**config.mk**
```make
export PLATFORM = sky130hd
export DESIGN_NAME = pixel_filter_scheduler
export DESIGN_NICKNAME = d
export VERILOG_FILES = /design/src/rtl/pixel_filter_pkg.sv /design/src/rtl/pixel_filter_scheduler_pixel_out_reg.sv /design/src/rtl/pixel_filter_scheduler.sv
export SDC_FILE = /design/constraint.sdc
export NUM_CORES = 1
export LEC_CHECK = 0
export ABC_AREA = 1
export BUFFER_PORTS_ARGS = -buffer_cell sky130_fd_sc_hd__buf_2
export CORE_MARGIN = 2
export CORE_UTILIZATION = 50
export CTS_BUF_LIST = sky130_fd_sc_hd__clkbuf_8
export CTS_CLUSTER_SIZE = 30
export DETAILED_ROUTE_END_ITERATION = 6
export PLACE_DENSITY = 0.79
export RECOVER_POWER = 25
export SYNTH_ARGS = -nofsm -noshare
export SYNTH_HDL_FRONTEND = slang
export SYNTH_SLANG_ARGS = --single-unit
```
**constraint.sdc**
```tcl
create_clock -name clk -period 1.4 [get_ports clk]
set_input_delay 0.14 -clock clk [delete_from_list [all_inputs] [get_ports clk]]
set_output_delay 0.14 -clock clk [all_outputs]
set_load 0.1 [all_outputs]
```
**src/rtl/pixel_filter_pkg.sv**
```systemverilog
// Shared types and helpers for the per-frame pixel filter scheduler.
package pixel_filter_pkg;

    localparam int PIX_W = 8;
    localparam int BPM_W = 8;

    // Active pixel source feeding the output register.
    typedef enum logic [1:0] {
        SEL_BYPASS = 2'd0,
        SEL_THRESH = 2'd1,
        SEL_BRIGHT = 2'd2
    } sel_t;

    // Frame sequencing states.
    typedef enum logic [1:0] {
        IDLE   = 2'd0,
        LOAD   = 2'd1,
        STREAM = 2'd2
    } state_t;

    // Map a BPM value onto a filter band (unsigned compares).
    function automatic sel_t sel_decode(
        input logic [BPM_W-1:0] bpm,
        input logic [BPM_W-1:0] bright_bpm,
        input logic [BPM_W-1:0] thresh_bpm
    );
        sel_t s;
        if (bpm >= bright_bpm) begin
            s = SEL_BRIGHT;
        end else if (bpm >= thresh_bpm) begin
            s = SEL_THRESH;
        end else begin
            s = SEL_BYPASS;
        end
        return s;
    endfunction

endpackage

```
**src/rtl/pixel_filter_scheduler_pixel_out_reg.sv**
```systemverilog
// One-entry valid/ready output register. The caller only asserts load
// while free is high, so a held pixel is never overwritten.
module pixel_out_reg
    import pixel_filter_pkg::*;
(
    input  logic             clk,
    input  logic             rst_n,
    input  logic             load,
    input  logic [PIX_W-1:0] data_in,
    input  logic             out_ready,
    output logic [PIX_W-1:0] data_out,
    output logic             valid_out,
    output logic             free
);

    logic [PIX_W-1:0] data_d;
    logic [PIX_W-1:0] data_q;
    logic             valid_d;
    logic             valid_q;

    // Register can take a new pixel when empty or being drained this cycle.
    always_comb begin
        free = !valid_q || out_ready;
    end

    // Load has priority; otherwise a downstream handshake empties the entry.
    always_comb begin
        data_d  = data_q;
        valid_d = valid_q;
        if (load) begin
            data_d  = data_in;
            valid_d = 1'b1;
        end else if (out_ready) begin
            valid_d = 1'b0;
        end else begin
            valid_d = valid_q;
        end
    end

    // Entry storage; reset empties the register and clears the data.
    always_ff @(posedge clk or negedge rst_n) begin
        if (!rst_n) begin
            data_q  <= {PIX_W{1'b0}};
            valid_q <= 1'b0;
        end else begin
            data_q  <= data_d;
            valid_q <= valid_d;
        end
    end

    assign data_out  = data_q;
    assign valid_out = valid_q;

endmodule

```
**src/rtl/pixel_filter_scheduler.sv**
```systemverilog
// Frame scheduler for the threshold/brightness filter bank: latches BPM
// updates, applies them only at frame start, picks one pixel stream by
// BPM band and merges it into a registered valid/ready output.
module pixel_filter_scheduler
    import pixel_filter_pkg::*;
#(
    parameter int FRAME_PIXELS = 307200,
    parameter int CNT_W        = 19,
    parameter int BRIGHT_BPM   = 120,
    parameter int THRESH_BPM   = 80,
    parameter int DEFAULT_BPM  = 100
) (
    input  logic             clk,
    input  logic             reset,
    input  logic [BPM_W-1:0] bpm_in,
    input  logic             bpm_valid,
    input  logic             enable_in,
    input  logic [PIX_W-1:0] pix_in,
    input  logic             valid_in,
    output logic             in_ready,
    output logic [BPM_W-1:0] BPM_estimate,
    output logic             filter_enable,
    output logic             filt_ready,
    input  logic [PIX_W-1:0] pix_thresh,
    input  logic             valid_thresh,
    input  logic [PIX_W-1:0] pix_bright,
    input  logic             valid_bright,
    output logic [PIX_W-1:0] pix_out,
    output logic             valid_out,
    input  logic             output_ready,
    output logic [1:0]       sel,
    output logic             frame_start,
    output logic             frame_done
);

    localparam logic [CNT_W-1:0] LAST_CNT    = CNT_W'(FRAME_PIXELS - 1);
    localparam logic [BPM_W-1:0] BPM_DEFAULT = BPM_W'(DEFAULT_BPM);
    localparam logic [BPM_W-1:0] BPM_BRIGHT  = BPM_W'(BRIGHT_BPM);
    localparam logic [BPM_W-1:0] BPM_THRESH  = BPM_W'(THRESH_BPM);

    state_t           state_d;
    state_t           state_q;
    logic [CNT_W-1:0] count_d;
    logic [CNT_W-1:0] count_q;
    logic [BPM_W-1:0] bpm_active_d;
    logic [BPM_W-1:0] bpm_active_q;
    logic [BPM_W-1:0] bpm_pending_d;
    logic [BPM_W-1:0] bpm_pending_q;
    sel_t             sel_d;
    sel_t             sel_q;

    logic             in_stream_s;
    logic             filt_sel_s;
    logic             free_s;
    logic             hs_s;
    logic             last_hs_s;
    logic             src_valid_s;
    logic [PIX_W-1:0] src_pix_s;
    logic             load_s;

    // Handshake and frame-boundary decode. The boundary handshake blocks
    // new loads so the next frame starts with an empty register after LOAD.
    always_comb begin
        in_stream_s = (state_q == STREAM);
        filt_sel_s  = (sel_q != SEL_BYPASS);
        hs_s        = valid_out && output_ready;
        last_hs_s   = in_stream_s && hs_s && (count_q == LAST_CNT);
    end

    // Source mux: only the selected stream can reach the output register.
    always_comb begin
        src_valid_s = 1'b0;
        src_pix_s   = {PIX_W{1'b0}};
        case (sel_q)
            SEL_BYPASS: begin
                src_valid_s = valid_in;
                src_pix_s   = pix_in;
            end
            SEL_THRESH: begin
                src_valid_s = valid_thresh;
                src_pix_s   = pix_thresh;
            end
            SEL_BRIGHT: begin
                src_valid_s = valid_bright;
                src_pix_s   = pix_bright;
            end
            default: begin
                src_valid_s = 1'b0;
                src_pix_s   = {PIX_W{1'b0}};
            end
        endcase
    end

    // Ready/enable fan-out to the pixel source and filter bank.
    always_comb begin
        load_s        = in_stream_s && free_s && src_valid_s && !last_hs_s;
        in_ready      = in_stream_s && free_s && !filt_sel_s && !last_hs_s;
        filt_ready    = in_stream_s && free_s && filt_sel_s && !last_hs_s;
        filter_enable = in_stream_s && filt_sel_s;
        frame_start   = (state_q == LOAD);
        frame_done    = last_hs_s;
        BPM_estimate  = bpm_active_q;
        sel           = sel_q;
    end

    // Pending BPM tracks the latest strobe in every state.
    always_comb begin
        if (bpm_valid) begin
            bpm_pending_d = bpm_in;
        end else begin
            bpm_pending_d = bpm_pending_q;
        end
    end

    // Frame FSM: LOAD applies the pending BPM and band, STREAM counts
    // output handshakes until the frame is complete.
    always_comb begin
        state_d      = state_q;
        count_d      = count_q;
        bpm_active_d = bpm_active_q;
        sel_d        = sel_q;
        case (state_q)
            IDLE: begin
                if (enable_in) begin
                    state_d = LOAD;
                end else begin
                    state_d = IDLE;
                end
            end
            LOAD: begin
                bpm_active_d = bpm_pending_q;
                sel_d        = sel_decode(bpm_pending_q, BPM_BRIGHT, BPM_THRESH);
                count_d      = {CNT_W{1'b0}};
                state_d      = STREAM;
            end
            STREAM: begin
                if (last_hs_s) begin
                    count_d = {CNT_W{1'b0}};
                    if (enable_in) begin
                        state_d = LOAD;
                    end else begin
                        state_d = IDLE;
                    end
                end else if (hs_s) begin
                    count_d = count_q + CNT_W'(1);
                end else begin
                    count_d = count_q;
                end
            end
            default: begin
                state_d = IDLE;
                count_d = {CNT_W{1'b0}};
            end
        endcase
    end

    // Scheduler state registers.
    always_ff @(posedge clk or negedge reset) begin
        if (!reset) begin
            state_q       <= IDLE;
            count_q       <= {CNT_W{1'b0}};
            bpm_active_q  <= BPM_DEFAULT;
            bpm_pending_q <= BPM_DEFAULT;
            sel_q         <= SEL_BYPASS;
        end else begin
            state_q       <= state_d;
            count_q       <= count_d;
            bpm_active_q  <= bpm_active_d;
            bpm_pending_q <= bpm_pending_d;
            sel_q         <= sel_d;
        end
    end

    pixel_out_reg u_out_reg (
        .clk       (clk),
        .rst_n     (reset),
        .load      (load_s),
        .data_in   (src_pix_s),
        .out_ready (output_ready),
        .data_out  (pix_out),
        .valid_out (valid_out),
        .free      (free_s)
    );

endmodule

```
* After elaboration in Yosys (flattened, before gate mapping) *
Index checks and enable logic that the tools add are counted.

word-level totals
  flip-flop bits (word level) = 48
  input bits = 40
  output and inout port bits = 24
  word-level logic and storage cells = 50

cells by class
  $add $sub $neg = 1
  $lt $le $gt $ge = 2
  eq/ne operators = 7
  mux-type cells = 12
  bitwise gates (word level) = 1
  reductions and logical operators = 20

operators with widths
  cell                                                                    number
  19-bit two-way mux                                                      2
  19-bit case mux with 2 select lines                                     1
  8-bit case mux with 3 select lines                                      1
  19-bit by 1-bit adder with 19-bit output (second input constant)        1
  19-bit equality test (second input constant)                            1
  8-bit by 7-bit >= comparator with 1-bit output (second input constant)  2
  1-bit logical AND                                                       11
  2-bit case mux with 3 select lines                                      1
  2-bit by 1-bit equality test with 1-bit output (second input constant)  2
  2-bit equality test (second input constant)                             2
  2-bit logical NOT                                                       2
  1-bit two-way mux                                                       4
  2-bit two-way mux                                                       2
  2-bit nonzero test                                                      2
  1-bit logical NOT                                                       3
  3-bit by 1-bit != test with 1-bit output (second input constant)        1
  1-bit case mux with 3 select lines                                      1
  2-bit by 1-bit != test with 1-bit output (second input constant)        1
  2-bit AND reduction                                                     1
  1-bit logical OR                                                        1
  1-bit NOT                                                               1

* Depth between registers and ports, before layout *
Gate-level depths: netlist of run 1.

  word-level depth = 6
  gate-level depth with buffers = 9
  gate-level depth less buffers = 9

* By module *
Synthesis of run 1 repeated with hierarchy kept, for this count alone.

unflattened totals
  cell total of the unflattened synthesis = 352
  area, all modules = 2576.2 um^2

modules (own cells, without submodules)
  module                  instances  cells an instance  area each (um^2)  seq. area each (um^2)
  pixel_filter_scheduler  1          314                2234.6            983.4
  pixel_out_reg           1          38                 341.6             225.2

* Least setup slack after synthesis of run 1 *
No wires, ideal clock.

  kind = register to output
  from = register u_out_reg.valid_q, in the netlist u_out_reg.valid_out
  to = output port in_ready
  data arrival time = 3.363 ns
  required time = 1.260 ns
  setup slack = -2.103 ns
  stages on the path, launching flop included = 7
  path buffers = 0
  cells stage by stage = dfrtp_1 > nand2_1 > nor2_2 > nand3_1 > or2_2 > nand2_1 > nor3_1

on the way
  cells in the longest elaborated chain, start to end = 5
  elaborated cells between the ends (all ways) = 9
  those cells by class = reduce/logical: 9

RTL lines
  what                                                    RTL line                                                                  source
  from (decl)                                             pixel_filter_scheduler_pixel_out_reg.sv:19                                logic valid_q;
  from (signal assigned)                                  pixel_filter_scheduler_pixel_out_reg.sv:47                                valid_q <= valid_d;
  1-bit logical NOT or 1-bit logical AND (tied branches)  pixel_filter_scheduler_pixel_out_reg.sv:23, pixel_filter_scheduler.sv:66
  1-bit logical OR or 1-bit logical AND (tied branches)   pixel_filter_scheduler_pixel_out_reg.sv:23, pixel_filter_scheduler.sv:67
  1-bit logical AND (on tied branches)                    pixel_filter_scheduler.sv:97, pixel_filter_scheduler.sv:67
  1-bit logical AND or 1-bit logical NOT (tied branches)  pixel_filter_scheduler.sv:97                                              in_ready = in_stream_s && free_s && !filt_sel_s && !last_hs_s;
  1-bit logical AND *                                     pixel_filter_scheduler.sv:97
  to (decl)                                               pixel_filter_scheduler.sv:20                                              output logic in_ready,

Every way passes the cells marked *; elsewhere a longest branch is shown, timed or not.

* Final worst setup path of run 1 *
  from = register count_q[0]
  to = register u_out_reg.data_q[6], in the netlist u_out_reg.data_out[6]

on the way
  cells in the longest elaborated chain, start to end = 4

RTL lines
  what                    RTL line                                    source
  from (decl)             pixel_filter_scheduler.sv:44                logic [CNT_W-1:0] count_q;
  from (signal assigned)  pixel_filter_scheduler.sv:161               count_q <= {CNT_W{1'b0}};
  from (signal assigned)  pixel_filter_scheduler.sv:167               count_q <= count_d;
  19-bit equality test    pixel_filter_scheduler.sv:67                last_hs_s = in_stream_s && hs_s && (count_q == LAST_CNT);
  1-bit logical AND       pixel_filter_scheduler.sv:67
  1-bit logical NOT       pixel_filter_scheduler.sv:96                load_s = in_stream_s && free_s && src_valid_s && !last_hs_s;
  1-bit logical AND       pixel_filter_scheduler.sv:96
  to (signal assigned)    pixel_filter_scheduler_pixel_out_reg.sv:43  data_q <= {PIX_W{1'b0}};
  to (signal assigned)    pixel_filter_scheduler_pixel_out_reg.sv:46  data_q <= data_d;
  to (decl)               pixel_filter_scheduler_pixel_out_reg.sv:17  logic [PIX_W-1:0] data_q;

No other way between the ends.
A chain may end at the register's enable or synchronous reset.

==> metrics, run 1 <==
status=finished with violations; failing checks=setup timing; vias in the first global route=2934; die area=0.00573 mm2; layout cells sized above 1=46.2%; IO Port Bufs=63; commonest non-fill, non-tap cell in the layout=nand2_1; Inserted Clock Buffers=5; number of synthesized flops with an enable pin=0; Num Clock Sinks=48; adder-cell share of the synthesized area=0.487%; crit start category=flop; final number of hold-violating endpoints=0; Net Sw Power=1390 uW; root buffer cell=clkbuf_8; Placed Cells=517; wire length per cell=18.1 um; count of different cell masters after synthesis=32; skew final=0.00359 ns; residual DRC count=0; Slew @ Worst Pin=0.976 ns; Syn-to-layout area delta=62.9%; crit end category=flop; switching power as a share of total power=35.9%; largest family of logic cells by synthesized area=simple AND/OR/NAND/NOR gates; Hold Path Class=input pin to flop; number of DRC markers in iteration 0=321; Avg Cell Area, Syn=7.63 um2; Yosys reg bits=48; 1st-pass router iterations=5; Tcrit/Tclk final=139%; Final WS setup=-0.541 ns; WS Path Type=flop to flop; antenna cells=0; Warnings, synthesis=0; Clock Path Buffers=2; mux cell area share after synthesis=0%; I/O Pins=64; core area=0.00504 mm2; Global Route Usage Sum=32.3%; Peak Freq=515 MHz; initial antenna violation count=0; die height=75.7 um; Synth Cell Area=0.00257 mm2; row cnt=26; peak fanout along the critical path=6; Sum Neg Setup Slack=-11.33 ns; Worst EP required=1.61 ns; sequential fraction of design power=41.1%; Chip Width=75.7 um; Gate power share=31.0%; Synth area leader=dfrtp_1; R2R Path End=u_out_reg.data_out[6]; pwr dens=927 mW/mm2; Synth Area in Compound Gates=8.27%; RePlAce Congestion=0.877; Synth Area in XOR/XNOR=2.38%; Pins Over Slew Limit=0; Gate Count Post-Synth=337; unrepaired setup endpoints after global routing=yes; Hold Path End=bpm_pending_q[7]; Final HPWL DP=5050 um; Detail Route Antenna Nets=0; final setup fails=40; clk slew on worst S/H paths=0.10 ns; VDD IR max=0.966 mV; htree depth=2; ys flop type=dfrtp_1; Max-slew headroom=34.9%; syn nets=378; Starting Density=51.0%; Lkg Pwr=0.00206 uW; worst r2r src=count_q[0]; global-route wire length before repair=13800 um; Worst EP arrival=2.15 ns; Power Internal=2490 uW; Clock power frac=27.9%; DR vias/cell=5.61; global route overflow=0; Yosys top cell area share=40.9%; Skew-Pair Late Insertion Delay=0.33 ns; Synth Area in Simple Gates=35.7%; min cycle time layout=1.94 ns; final net count=527; Async SR Flop Fraction=100%; most frequent cells in the layout=nand2_1, buf_4, buf_2; Max Cap Viol=0; CTS tree=yes; register area share after synthesis=47.0%; Finished Layout Cells=557; largest net degree at the start of global routing=18; Hold Path Stages=3; Reg2Reg Depth=13; wirelength, routed=10100 um; R2R Setup Slk=-0.54 ns; via count=3127; HP Start=bpm_in[7]; synth top area cells=dfrtp_1, nand2_1, nand3_1, dfstp_2, nor2_1
==> cell type report <==
class | instances | area (um2)
Tap cell | 70 | 87.6
Inverter | 33 | 131
Clock buffer | 5 | 68.8
Timing Repair Buffer | 146 | 1140
Fill cell | 251 | 855
Sequential cell | 48 | 1220
Clock inverter | 3 | 46.3
Multi-Input combinational cell | 252 | 1490
==> worst max-delay path: stages, from the launching register on <==
cell and delay (ns):
dfrtp_1 0.40, ha_2 0.20, inv_2 0.07, nor2_4 0.04
buf_4 0.13, buf_4 0.12, buf_4 0.13, buf_6 0.11
nand2_1 0.12, inv_2 0.09, nand4_4 0.13, nand2_4 0.10
nand2_1 0.10, nand2_1 0.08
==> power by group through the flow <==
stage	Clock, uW	Sequential, uW	Combinational, uW
5_1_grt	1130	1610	1260
2_1_floorplan	0	1880	280
3_3_place_gp	0	1590	908
3_5_place_dp	0	1600	927
4_1_cts	1060	1580	1000
6_report	1080	1600	1200
==> through the flow <==
step           hold WS, ns  power [uW]  utilization [%]  setup slack (ns)  area (um2)
2_1_floorplan       -0.156        2160                -            -0.597        2710
3_3_place_gp        0.0937        2500             71.2            -0.214        3590
3_5_place_dp        0.0932        2530             71.2            -0.259        3590
4_1_cts             0.0260        3640             79.1            -0.461        3990
5_1_grt             0.0317        4000             83.1            -0.579        4190
6_report            0.0179        3880             83.1            -0.541        4190
==> layer usage <==
metal | global-route usage [%] | share of wire [%] | vias to the layer above
li1 | - | - | 1386
met3 | 7.80 | 7.8 | 79
met4 | 14.8 | 6.7 | 0
met5 | 0 | 0 | -
met1 | 38.9 | 37 | 1442
met2 | 54.7 | 48 | 220
==> synthesized netlist by cell type, types with 2 or more instances <==
cell and n:
xor2_1 6, nor2_2 5, nand4_1 9, nand3_1 33, nand2_1 109, buf_2 2
inv_1 30, a21oi_1 11, dfstp_2 6, clkbuf_1 4, nor3_1 2, dfrtp_1 42
nand2_2 3, nor2_1 32, inv_2 2, o21ai_0 19, nor2_4 4, o21bai_1 4
==> repair_timing <==
action / in CTS / in global routing
cloned: 3 / 1
hold endpoints to repair: 13 / 0
buffers inserted: 18 / 12
gates resized for setup: 29 / 29
endpoints found under the setup margin: 34 / 36
pin swaps: 13 / 11
hold buffers: 1 / 0
==> cells by family (layout without fill, tap and decap cells) <==
kind of cell | count (synthesis) | in the layout
xor+xnor | 7 | 7
fa+ha+maj | 1 | 1
flops | 48 | 48
buf+inv | 40 | 187
simple gates | 203 | 206
compound gates | 38 | 38
==> worst max-delay path by stage <==
stage / from / endpoint / slack, ns
detailed placement: count_q[0] / filt_ready / -0.26
CTS: count_q[0] / frame_done / -0.46
finish: count_q[0] / u_out_reg.data_out[6] / -0.54
floorplan: u_out_reg.valid_out / in_ready / -0.60
global route: count_q[0] / u_out_reg.data_out[0] / -0.58
global placement: count_q[0] / filt_ready / -0.21
==> state kept, by name, summed over array words and instances, names as in the netlist <==
name,count
BPM_estimate,8
bpm_pending_q,8
count_q,19
sel,2
state_q,2
u_out_reg.data_out,8
u_out_reg.valid_out,1
(Power assumes the default switching activity.)
==> run 2, diff against run 1 <==
CORE_UTILIZATION = 55   (was 50)
PLACE_DENSITY = 0.82   (was 0.79)
clock period = 2.1 ns   (was 1.4 ns; I/O delays follow)
==> run 2 against run 1 <==
Against the previous run: the run now ends clean; power is 44% lower; critical path type is now flop to output pin; global-route usage down 6.7 points; non-clock buffer count decreased by 71; setup slack improved by 0.62 ns; register-to-register slack improved by 1.0 ns.
==> metrics, run 2 (synthesized netlist as in run 1, its figures left out) <==
Starting Density=58.2% (+7.3 points); design area=0.00320 mm2 (-24%); RePlAce Congestion=0.878 (+0.19%); Pins Over Slew Limit=0 (unchanged); Max-slew headroom=49.4% (+14 points); Reg2Reg Depth=8 (-5); crit-path cells=ha_2 > inv_1 > nor2_2 > nand3_2 > or2_4 > nand2_4 > nor2_2 > buf_12; status=completed; Clock power frac=27.0% (-0.9 points); Largest register FFs=19 (unchanged); htree depth=2 (unchanged); CTS tree=yes; core area=0.00441 mm2 (-12%); most frequent cells in the layout=nand2_1, buf_2, dfrtp_1; IO Port Bufs=63 (unchanged); Net Sw Power=752 uW (-46%); placed cell areas=0.00302 mm2 (-16%); wire length per cell=13.0 um (-29%); crit end category=output pin; Power Internal=1430 uW (-43%); antenna cells=0 (unchanged); 1st-pass router iterations=4 (-1); die area=0.00524 mm2 (-8.6%); sequential fraction of design power=49.0% (+7.9 points); Gate power share=24.0% (-7.0 points); via count=2456 (-21%); Critical Path End=filt_ready; Worst EP required=1.89 ns (+0.28 ns); Syn-to-layout area delta=24.3%; Global Route Usage Sum=25.6% (-6.7 points); final net count=453 (-14%); R2R Path End=u_out_reg.data_out[4]; VDD IR max=0.530 mV (-45%); largest stage delay on the critical path=0.38 ns (-0.02 ns); R2R Setup Slk=0.48 ns (+1.02 ns); global route overflow=0 (unchanged); Final HPWL DP=4440 um (-12%); Chip Width=72.4 um (-4.4%); I/O Pins=64 (unchanged); Max Cap Viol=0 (unchanged); Worst EP arrival=1.81 ns (-0.34 ns); crit start category=flop; clk slew on worst S/H paths=0.09 ns (about the same); Lkg Pwr=0.00158 uW (-23%); Peak Freq=495 MHz; die height=72.4 um (-4.4%); vias in the first global route=2384 (-19%); slowest CP cell=dfrtp_1; Detail Route Antenna Nets=0 (unchanged); final setup fails=0 (-100%); pwr dens=682 mW/mm2 (-26%); peak fanout along the critical path=3 (-3); register area=0.00121 mm2 (-0.72%); dpl ws=0.0949 ns (+0.354 ns); global-route wire length before repair=10500 um (-24%); skew final=0.00642 ns (+0.00283 ns); wirelength, routed=6020 um (-40%); initial antenna violation count=0 (unchanged); Skew-Pair Late Insertion Delay=0.30 ns (-0.03 ns); Inserted Clock Buffers=5 (unchanged); Slew @ Worst Pin=0.759 ns (-0.217 ns); number of fill cells=341 (+36%); WS Path Type=flop to output pin; Largest Register=count_q; switching power as a share of total power=34.5% (-1.4 points); largest net degree at the start of global routing=30 (+12); commonest non-fill, non-tap cell in the layout=nand2_1; final number of hold-violating endpoints=0 (unchanged); worst r2r src=sel[0]; Clock Path Buffers=2 (unchanged); DR vias/cell=5.28 (-5.9%); layout cells sized above 1=27.8% (-18 points); HP Start=bpm_in[4]; Hold Path Class=input pin to flop; area of the multi-input gates=0.00124 mm2 (-17%); row cnt=24 (-7.7%); Worst Setup SP=count_q[0]; number of DRC markers in iteration 0=193 (-40%); Final WS setup=0.0788 ns (+0.620 ns); root buffer cell=clkbuf_8; residual DRC count=0 (unchanged); Tcrit/Tclk final=96.2%; min cycle time layout=2.02 ns; Most common cell on crit path=nor2_2; Num Clock Sinks=48 (unchanged)
run 2: changes by cell type in the layout (fill, tap and decap cells not counted), sizes merged:
cell / delta
clkinvlp: +1
bufinv: -1
buf: -69
inv: -1
clkbuf: -1
nand4: -1
nand2: -2
run 2: power groups by stage:
stage / Sequential, uW / Clock [uW] / Combinational, uW
floorplan: 1250 / 0 / 176
CTS: 1060 / 599 / 513
global route: 1080 / 643 / 577
detailed placement: 1090 / 0 / 477
global placement: 1080 / 0 / 470
finish: 1070 / 589 / 523
run 2: worst min-delay path by stage:
| stage | cells past startpoint | to |
|---|---|---|
| finish | 3 | bpm_pending_q[4] |
| global route | 3 | bpm_pending_q[4] |
| CTS | 3 | bpm_pending_q[4] |
| detailed placement | 1 | count_q[7] |
| global placement | 1 | count_q[7] |
| floorplan | 0 | BPM_estimate[0] |
run 2: what timing repair did:
action | in CTS | in global routing
hold endpoints to repair | 28 | 0
endpoints found under the setup margin | 3 | 2
hold buffers | 1 | 0
pin swaps | 0 | 3
setup buffers | 2 | 2
gates resized for setup | 8 | 3
run 2: metrics by stage:
step / util [%] / instances / hold WS, ns / setup TNS [ns] / power (uW)
floorplan: - / 337 / -0.0856 / -0.596 / 1430
global placement: 68.5 / 452 / 0.293 / 0 / 1550
detailed placement: 68.5 / 452 / 0.299 / 0 / 1560
CTS: 71.8 / 463 / 0.104 / 0 / 2180
global route: 72.4 / 465 / 0.102 / -0.00864 / 2300
finish: 72.4 / 465 / 0.112 / 0 / 2180
run 2: cell type report:
type	instances	area share, %
multi-input combinational	249	38.7
tap	52	2.04
sequential	48	37.9
clock inverter	2	0.470
clock buffer	6	2.58
timing repair buffer	75	14.3
inverter	33	4.03
run 2: worst max-delay path: cells and delay by family, from the launching register on:
family / cells / cell delay, ns
simple gates: 5 / 0.69
flops: 1 / 0.38
buf+inv: 2 / 0.24
fa+ha+maj: 1 / 0.19
run 2: layer usage:
metal  wire [um]  GRT usage [%]
met3         229           5.00
met2        2990           42.1
met1        2650           34.1
met4         156           8.44
met5           0              0
